$ cat src/rtl/rr_arbiter_hold.sv
// N-way round-robin arbiter with registered one-hot grant and bounded burst hold.
// The owner keeps the grant while requesting, for at most MAX_HOLD consecutive cycles.
module rr_arbiter_hold #(
  parameter int unsigned N        = 4,
  parameter int unsigned MAX_HOLD = 4,
  parameter int unsigned IDXW     = $clog2(N)
) (
  input  logic            i_clk,
  input  logic            i_rst,
  input  logic [N-1:0]    i_req,
  output logic [N-1:0]    o_grant,
  output logic            o_grant_valid,
  output logic [IDXW-1:0] o_grant_idx,
  output logic            o_grant_new
);

  localparam int unsigned HCW = (MAX_HOLD > 1) ? $clog2(MAX_HOLD) : 1;
  localparam logic [HCW-1:0] HoldLast = HCW'(MAX_HOLD - 1);

  logic [N-1:0]    r_grant;
  logic            r_grant_valid;
  logic [IDXW-1:0] r_grant_idx;
  logic            r_grant_new;
  logic [IDXW-1:0] r_ptr;
  logic [HCW-1:0]  r_hold_cnt;

  logic            w_hold;
  logic            w_found;
  logic [IDXW-1:0] w_winner;
  logic [IDXW-1:0] w_ptr_next;
  logic [N-1:0]    w_onehot;
  int unsigned     w_idx;

  assign w_hold = r_grant_valid && i_req[r_grant_idx] && (r_hold_cnt < HoldLast);

  // Search upward from r_ptr with explicit modulo-N wrap (N need not be a power of 2).
  always_comb begin
    w_found  = 1'b0;
    w_winner = '0;
    w_idx    = 0;
    for (int unsigned off = 0; off < N; off++) begin
      w_idx = 32'(r_ptr) + off;
      if (w_idx >= N) w_idx = w_idx - N;
      if (!w_found && i_req[IDXW'(w_idx)]) begin
        w_found  = 1'b1;
        w_winner = IDXW'(w_idx);
      end
    end
  end

  always_comb begin
    w_onehot           = '0;
    w_onehot[w_winner] = 1'b1;
    w_ptr_next         = (w_winner == IDXW'(N - 1)) ? '0 : w_winner + IDXW'(1);
  end

  always_ff @(posedge i_clk) begin
    if (i_rst) begin
      r_grant       <= '0;
      r_grant_valid <= 1'b0;
      r_grant_idx   <= '0;
      r_grant_new   <= 1'b0;
      r_ptr         <= '0;
      r_hold_cnt    <= '0;
    end else if (w_hold) begin
      r_hold_cnt  <= r_hold_cnt + HCW'(1);
      r_grant_new <= 1'b0;
    end else if (w_found) begin
      r_grant       <= w_onehot;
      r_grant_valid <= 1'b1;
      r_grant_idx   <= w_winner;
      r_grant_new   <= 1'b1;
      r_hold_cnt    <= '0;
      r_ptr         <= w_ptr_next;
    end else begin
      r_grant       <= '0;
      r_grant_valid <= 1'b0;
      r_grant_idx   <= '0;
      r_grant_new   <= 1'b0;
      r_hold_cnt    <= '0;
    end
  end

  assign o_grant       = r_grant;
  assign o_grant_valid = r_grant_valid;
  assign o_grant_idx   = r_grant_idx;
  assign o_grant_new   = r_grant_new;

  a_onehot0 : assert property (@(posedge i_clk) disable iff (i_rst) $onehot0(r_grant));
  a_valid_or : assert property (@(posedge i_clk) disable iff (i_rst)
                                r_grant_valid == (|r_grant));
  a_idx_match : assert property (@(posedge i_clk) disable iff (i_rst)
                                 r_grant_valid |-> r_grant[r_grant_idx]);
  a_grant_req : assert property (@(posedge i_clk) !i_rst |=>
                                 ((r_grant & $past(i_req)) == r_grant));

endmodule

$ cat config.mk
export PLATFORM = sky130hd
export DESIGN_NAME = rr_arbiter_hold
export DESIGN_NICKNAME = d
export VERILOG_FILES = /design/src/rtl/rr_arbiter_hold.sv
export SDC_FILE = /design/constraint.sdc
export NUM_CORES = 1
export LEC_CHECK = 0
export CELL_PAD_IN_SITES_DETAIL_PLACEMENT = 1
export CELL_PAD_IN_SITES_GLOBAL_PLACEMENT = 2
export CORE_MARGIN = 2
export CORE_UTILIZATION = 26
export DETAILED_ROUTE_END_ITERATION = 10
export GPL_TIMING_DRIVEN = 0
export PLACE_DENSITY_LB_ADDON = 0.1
export SKIP_CTS_REPAIR_TIMING = 1
export SLEW_MARGIN = 25
export SYNTH_ARGS = -nofsm -noshare
export SYNTH_HDL_FRONTEND = slang
export SYNTH_SLANG_ARGS = --single-unit
$ cat constraint.sdc
create_clock -name i_clk -period 1.8 [get_ports i_clk]
set_input_delay 0.27 -clock i_clk [delete_from_list [all_inputs] [get_ports i_clk]]
set_output_delay 0.27 -clock i_clk [all_outputs]
set_load 0.1 [all_outputs]
---- After elaboration in Yosys (flattened, before gate mapping) ----
Cells that the tools add are included.
storage, ports and cells
  flip-flop bits (word level) ............. 12
  output and inout port bits .............. 8
  bits of input ports ..................... 6
  word-level logic and storage cells ...... 69
operators by class
  eq/ne operators ......................... 1
  bitwise logic cells ..................... 1
  order comparisons ....................... 12
  muxes and demuxes ....................... 28
  reductions and logical operators ........ 12
  $add $sub $neg .......................... 9
operators with widths
  operator                                                           number
  two-way mux 2 bit                                                  10
  < comparator 2 x 3 -> 1 bit, second input constant                 6
  two-way mux 1 bit                                                  11
  binary-select mux 1 bit (select 2 bit)                             5
  greater-or-equal comparator 3 bit, second input constant           3
  subtractor 2 x 1 -> 2 bit, second input constant                   4
  adder 2 x 2 -> 3 bit, second input constant                        2
  logical AND 1 bit                                                  6
  adder 2 x 1 -> 2 bit, second input constant                        2
  two-way mux 4 bit                                                  1
  OR reduction 2 bit                                                 2
  adder 2 x 1 -> 3 bit, second input constant                        1
  greater-or-equal comparator 2 x 3 -> 1 bit, second input constant  1
  logical NOT 1 bit                                                  3
  demux 1 bit (select 2 bit)                                         1
  == test 2 bit, second input constant                               1
  greater-or-equal comparator 2 x 1 -> 1 bit, second input constant  1
  < comparator 2 bit, second input constant                          1
  AND reduction 2 bit                                                1
  inverter 1 bit                                                     1

---- Longest topological paths before layout ----
Gate-level depths: netlist (run 1).
  depth after elaboration ................. 19
  gate-level depth with buffers ........... 9
  depth with buffers taken out ............ 8

---- Least setup slack after synthesis (run 1) ----
OpenSTA, ideal clock, no wires.
  path kind ............................... reg2reg
  from .................................... reg r_grant_valid (netlist: o_grant_valid)
  to ...................................... reg r_ptr[0]
  data arrival time ....................... 1952 ps
  period minus slack after synthesis ...... 2084 ps
  setup time .............................. 132 ps
  path buffers ............................ 1
  data required time ...................... 1668 ps
  setup slack ............................. -284 ps
  cell stages (with the launch flop) ...... 6
  cell sequence ........................... dfxtp_1 > or3b_2 > a2bb2oi_2 > buf_6 > a21oi_1 > a211oi_2
on the way
  cells in the longest elaborated chain, start to end .. 4
RTL lines
  what                             line  source
  start: declaration               21    logic r_grant_valid;
  start signal: assignment         60    r_grant_valid <= 1'b0;
  start signal: assignment         70    r_grant_valid <= 1'b1;
  start signal: assignment         77    r_grant_valid <= 1'b0;
  logical AND 1 bit (2 in series)  34    assign w_hold = r_grant_valid && i_req[r_grant_idx] && (r_hold_cnt < HoldLast);
  inverter 1 bit (no line)         n/a
  AND reduction 2 bit (no line)    n/a
  end signal: assignment           74    r_ptr <= w_ptr_next;
  end: declaration                 24    logic [IDXW-1:0] r_ptr;
Every way passes these cells.
A chain may end at the register's enable or synchronous reset.

---- Worst setup path after layout (run 1) ----
  from .................................... reg r_grant_idx[1] (netlist: o_grant_idx[1])
  to ...................................... out o_grant_idx[1]
RTL lines
  what                      line  source
  start: declaration        22    logic [IDXW-1:0] r_grant_idx;
  start signal: assignment  71    r_grant_idx <= w_winner;
  end: declaration          13    output logic [IDXW-1:0] o_grant_idx,
No word-level cell between the ends.

==> metrics.txt, run 1 <==
biggest area consumer among synthesized cells dfxtp_1; crit path DAT 1.39 ns; syn_area_per_cell 9.13 µm²; nets 105; Routed WL per cell 12.9 µm; worst min path class reg -> reg; TritonCTS clock tree done; I/O pin count 14; # clock sinks 12; Peak VDD IR 524 µV; Non-Filler Instances 123; final instance area 946 µm²; Via-to-Cell Ratio 4.85; synthesized area 676 µm²; Synth Instances 74; Final ANT Viol Nets 0; largest net degree at the start of global routing 11; top sig layer met4; vias in the first global route 586; Final TNS setup 0 ns; CTS Buffer Depth 2; CTS clock-pin slew for the worst setup and hold paths 0.08 ns; FMAX 602 MHz; synthesized net count 85; Slowest-stage cell, CP dlymetal6s2s_1; core area 2480 µm²; DRC 0; DRT iter0 DRCs 2; Die Wd 55.0 µm; Leak 0.544 nW; Ys Warns 0; Crit. End Element output port; # setup viols final 0; wl on met1 742 µm; met3 WL 71 µm; max incr delay on CP 0.75 ns; GRT overflow 0; clock skew 0.00204 ns; top cells by area, synth dfxtp_1 (36%), ha_1 (9.3%), mux2i_1 (8.9%); IO Port Bufs 13; global-route wire length before repair 2560 µm; status finished clean; Diodes inserted 0; Rows 18; Max FO, Critical Path 4; die area 3020 µm²; Yosys reg bits 12; GRT Total Usage 0.126; WL met2 727 µm; Yosys top cell area share 0.356; Setup crit start kind register; post-synthesis sequential area ratio 0.356; detailed-route via count 597; dpl hpwl 1180 µm; worst-path cell chain dlymetal6s2s_1; synthesis-to-layout area growth 40.0%; CP delay by family, top buffers and inverters; Period minus WS final 1.66 ns; RSZ-0062 raised after global routing no; H-tree levels 1; Slew @ Worst Pin 0.968 ns; Clock Latency Late Sink 0.28 ns; final hold vios 0; proportion of layout cells with a drive suffix above 1 0.215; kind of critical path reg -> out; Final period util 0.923; Inst Count DP 117; critical path required time 1.53 ns; Root Buffer clkbuf_4; Num CTS Buffers 3; Placer Congestion 0.700; Initial Util 0.273; initial antenna violation count 0; Rel. slew slack 0.354; post-synth cell types 31; Bufs and invs on worst path 1; PD cells 1020 nW/µm²; fin. max-slew vios 0; Initial DRT Pass Iterations 3; MaxCap Viol Count 0; final WL 1590 µm; cell area after placement 847 µm²; Die Ht 55.0 µm
metrics by stage:
| step | setup WS [ns] | total power [mW] | utilization | hold slack, ns |
|---|---|---|---|---|
| floorplan | 0.0287 | 0.637 | - | 0.342 |
| global placement | -0.391 | 0.732 | 0.342 | 0.421 |
| detailed placement | -0.397 | 0.735 | 0.342 | 0.427 |
| CTS | -0.267 | 0.960 | 0.357 | 0.439 |
| global route | 0.00668 | 1.03 | 0.382 | 0.465 |
| finish | 0.139 | 0.969 | 0.382 | 0.434 |
sequential cells by signal (all words and copies together) (netlist names):
| register | count |
|---|---|
| o_grant_idx | 2 |
| o_grant_valid | 1 |
| r_hold_cnt | 2 |
| r_ptr | 2 |
| o_grant_new | 1 |
| o_grant | 4 |
final timing paths:
check | startpoint | endpoint | slack [ns] | cells after the start
hold / removal | r_hold_cnt[0] | r_hold_cnt[0] | 0.43 | 1
setup reg to reg | r_hold_cnt[0] | r_ptr[0] | 0.14 | 6
hold reg to reg | r_hold_cnt[0] | r_hold_cnt[0] | 0.43 | 1
setup / recovery | o_grant_idx[1] | o_grant_idx[1] | 0.14 | 1
cells in the final DEF (no fill, tap or decap), types with 4 or more instances in the layout:
cell type	Yosys	final
a21oi_1	7	7
and2_0	4	4
dfxtp_1	12	8
dlymetal6s2s_1	0	12
ha_1	5	5
inv_1	5	5
mux2i_1	6	6
nor2_1	6	5
synthesized netlist by cell type:
cell	instances
dfxtp_1	12
a21oi_1	7
mux2i_1	6
nor2_1	6
ha_1	5
inv_1	5
and2_0	4
nand2_1	3
clkbuf_1	2
nand4b_1	2
o21ai_0	2
a211oi_2	1
a21o_1	1
a2bb2oi_2	1
and2_1	1
and2_4	1
and3b_1	1
buf_2	1
buf_6	1
mux2_2	1
nand2b_1	1
nor2b_1	1
nor3_1	1
nor3b_1	1
o21ai_1	1
o221ai_1	1
o22a_1	1
o32ai_1	1
or3_1	1
or3b_2	1
or4_1	1
cells by family after synthesis:
kind of cell / synth area share
buf+inv: 0.0630
flops: 0.356
mux: 0.106
fa+ha+maj: 0.0926
simple gates: 0.219
compound gates: 0.165
final cells by class:
| type | instances | area (µm²) |
|---|---|---|
| fill | 300 | 1530 |
| tap | 30 | 37.5 |
| buffer | 3 | 20.0 |
| clock buffer | 4 | 36.3 |
| sequential | 12 | 248 |
| inverter | 5 | 18.8 |
| timing repair buffer | 16 | 183 |
| multi-input combinational | 53 | 403 |
where the power goes:
| part | switching, mW | total (mW) | internal [mW] | leakage [nW] |
|---|---|---|---|---|
| Sequential | 0.0317 | 0.335 | 0.303 | 0.100 |
| Clock | 0.0967 | 0.220 | 0.123 | 0.0210 |
| Combinational | 0.266 | 0.415 | 0.149 | 0.423 |
| Total | 0.394 | 0.969 | 0.575 | 0.544 |
routing by layer:
metal / global-route usage / vias up
met3: 0.0161 / 4
met2: 0.190 / 11
li1: - / 296
met5: 0 / -
met4: 0.0976 / 0
met1: 0.161 / 286
No activity file was read; power rests on OpenSTA's default activity.
==> run 2: changes to the inputs <==
--- a/config.mk
+++ b/config.mk
@@ -10,8 +10,8 @@
 export CORE_MARGIN = 2
 export CORE_UTILIZATION = 26
 export DETAILED_ROUTE_END_ITERATION = 10
-export GPL_TIMING_DRIVEN = 0
-export PLACE_DENSITY_LB_ADDON = 0.1
+export GPL_TIMING_DRIVEN = 1
+export PLACE_DENSITY_LB_ADDON = 0.08
 export SKIP_CTS_REPAIR_TIMING = 1
 export SLEW_MARGIN = 25
 export SYNTH_ARGS = -nofsm -noshare
==> constraint.sdc (replaced) <==
create_clock -name i_clk -period 1.8 [get_ports i_clk]
set_input_delay 0.18 -clock i_clk [delete_from_list [all_inputs] [get_ports i_clk]]
set_output_delay 0.18 -clock i_clk [all_outputs]
set_load 0.1 [all_outputs]
==> metrics.txt, run 2 (synthesis results as in run 1) <==
clock skew 0.000885 ns (was 0.00204 ns); proportion of layout cells with a drive suffix above 1 0.330 (was 0.215); Initial DRT Pass Iterations 4 (was 3); Die Wd 55.0 µm (unchanged); # clock sinks 12 (unchanged); Diodes inserted 0 (unchanged); CTS Buffer Depth 2 (unchanged); commonest cells after routing, fill and taps aside buf_4 (14), dfxtp_1 (8), mux2i_1 (6), a21oi_1 (6) (was dlymetal6s2s_1 (12), dfxtp_1 (8), a21oi_1 (7), mux2i_1 (6)); Crit. End Element register (was output port); I/O pin count 14 (unchanged); IO Port Bufs 13 (unchanged); detailed-route via count 600 (was 597); dpl hpwl 1220 µm (was 1180 µm); DRT iter0 DRCs 5 (was 2); Comb power frac 0.441 (was 0.428); fin. max-slew vios 0 (unchanged); Reg area 245 µm² (was 248 µm²); RSZ-0062 raised after global routing no (unchanged); Num CTS Buffers 3 (unchanged); CTS clock-pin slew for the worst setup and hold paths 0.08 ns (about the same); Final ANT Viol Nets 0 (unchanged); Root Buffer clkbuf_4 (unchanged); Placer Congestion 0.725 (was 0.700); fillers 304 (was 300); GRT overflow 0 (unchanged); global-route wire length before repair 2500 µm (was 2560 µm); Rows 18 (unchanged); MaxCap Viol Count 0 (unchanged); Via-to-Cell Ratio 4.84 (was 4.85); kind of critical path reg -> reg (was reg -> out); Leak 0.415 nW (was 0.544 nW); largest net degree at the start of global routing 13 (was 11); Int Pwr 0.580 mW (was 0.575 mW); Rel. slew slack 0.691 (was 0.354); Peak VDD IR 427 µV (was 524 µV); GRT Total Usage 0.119 (was 0.126); Switch Pwr 0.393 mW (was 0.394 mW); Slew @ Worst Pin 0.463 ns (was 0.968 ns); nets 106 (was 105); critical path required time 1.99 ns (was 1.53 ns); Reg2Reg Launch Point r_hold_cnt[0] (unchanged); max reg flops 4 (unchanged); synthesis-to-layout area growth 36.1% (was 40.0%); worst min path class reg -> reg (unchanged); Reg power frac 0.337 (was 0.345); Clock Latency Late Sink 0.27 ns (was 0.28 ns); switch share 0.404 (was 0.407); hold path endpoint r_hold_cnt[0] (unchanged); PD cells 1060 nW/µm² (was 1020 nW/µm²); TritonCTS clock tree done (unchanged); flop-to-flop setup slack 0.11 ns (was 0.14 ns); die area 3020 µm² (unchanged); Inst Count DP 120 (was 117); Hold Crit Depth 1 (unchanged); area of the multi-input gates 407 µm² (was 403 µm²); crit path DAT 1.88 ns (was 1.39 ns); Die Ht 55.0 µm (unchanged); Routed WL per cell 12.9 µm (about the same); H-tree levels 1 (unchanged); # setup viols final 0 (unchanged); initial antenna violation count 0 (unchanged); RR Endpoint r_ptr[0] (unchanged); Final period util 0.936 (was 0.923); core area 2480 µm² (unchanged); final hold vios 0 (unchanged); FMAX 593 MHz (was 602 MHz); DRC 0 (unchanged); final WL 1590 µm (about the same); status finished clean (unchanged); FF-to-FF path depth 6 (unchanged); Setup crit start kind register (unchanged); Fin Hold WS 0.428 ns (was 0.434 ns); Period minus WS final 1.69 ns (was 1.66 ns); Initial Util 0.273 (unchanged); vias in the first global route 552 (was 586); Max FO, Critical Path 11 (was 4); Non-Filler Instances 124 (was 123); commonest non-fill, non-tap cell in the layout buf_4 (was dlymetal6s2s_1); Clk pwr share 0.222 (was 0.227); Hold Crit Start r_hold_cnt[0] (unchanged)
[run 2: cell types whose count changed in the layout (fill, tap and decap cells not counted)]
| cell | previous run | this run |
|---|---|---|
| a21oi_1 | 7 | 6 |
| a21oi_2 | 0 | 1 |
| buf_12 | 0 | 1 |
| buf_2 | 1 | 0 |
| buf_4 | 3 | 14 |
| buf_6 | 1 | 0 |
| clkbuf_1 | 1 | 0 |
| clkdlybuf4s50_1 | 1 | 5 |
| dfxtp_2 | 3 | 4 |
| dfxtp_4 | 1 | 0 |
| dlymetal6s2s_1 | 12 | 0 |
[run 2: final cells by class]
| cell class | instances | share of cell area |
|---|---|---|
| Multi-Input combinational cell | 53 | 0.442 |
| Sequential cell | 12 | 0.267 |
| Timing Repair Buffer | 20 | 0.190 |
| Tap cell | 30 | 0.0408 |
| Clock buffer | 4 | 0.0395 |
| Inverter | 5 | 0.0204 |
[run 2: worst max-delay path by stage]
stage | slack [ns] | cells after the start | from | to
3_3_place_gp | -0.14 | 6 | i_req[0] | o_grant[3]
5_1_grt | 0.02 | 6 | r_hold_cnt[0] | r_ptr[0]
6_report | 0.11 | 6 | r_hold_cnt[0] | r_ptr[0]
4_1_cts | 0.09 | 8 | r_ptr[1] | o_grant[0]
2_1_floorplan | 0.03 | 5 | o_grant_valid | r_ptr[0]
3_5_place_dp | -0.18 | 9 | i_req[0] | o_grant[1]
[run 2: power groups by stage]
stage | sequential, mW | combinational [mW] | clock (mW)
after floorplan | 0.476 | 0.161 | 0
after global placement | 0.332 | 0.426 | 0
after detailed placement | 0.333 | 0.425 | 0
after CTS | 0.326 | 0.427 | 0.228
after global routing | 0.333 | 0.465 | 0.241
final | 0.328 | 0.429 | 0.216
[run 2: through the flow]
step                      total power [mW]  worst slack [ns]  TNS (ns)  instance area (µm²)   util
final                                0.973             0.115         0                  920  0.371
after floorplan                      0.637            0.0287         0                  679      -
after global routing                  1.04            0.0210         0                  920  0.371
after global placement               0.758            -0.142    -0.791                  868  0.351
after CTS                            0.981            0.0944         0                  905  0.365
after detailed placement             0.757            -0.180    -0.944                  868  0.351
[run 2: routing by layer]
layer | share of wire | track usage
met1 | 0.46 | 0.155
met3 | 0.041 | 0.0161
met2 | 0.48 | 0.187
met5 | 0 | 0
met4 | 0.019 | 0.0732
[run 2: worst max-delay path, cell delays in order (launching register included)]
cell,delay (ns)
dfxtp_1,0.32
ha_1,0.22
or3b_2,0.47
a2bb2oi_2,0.16
buf_12,0.14
and2_4,0.14
a211oi_2,0.15
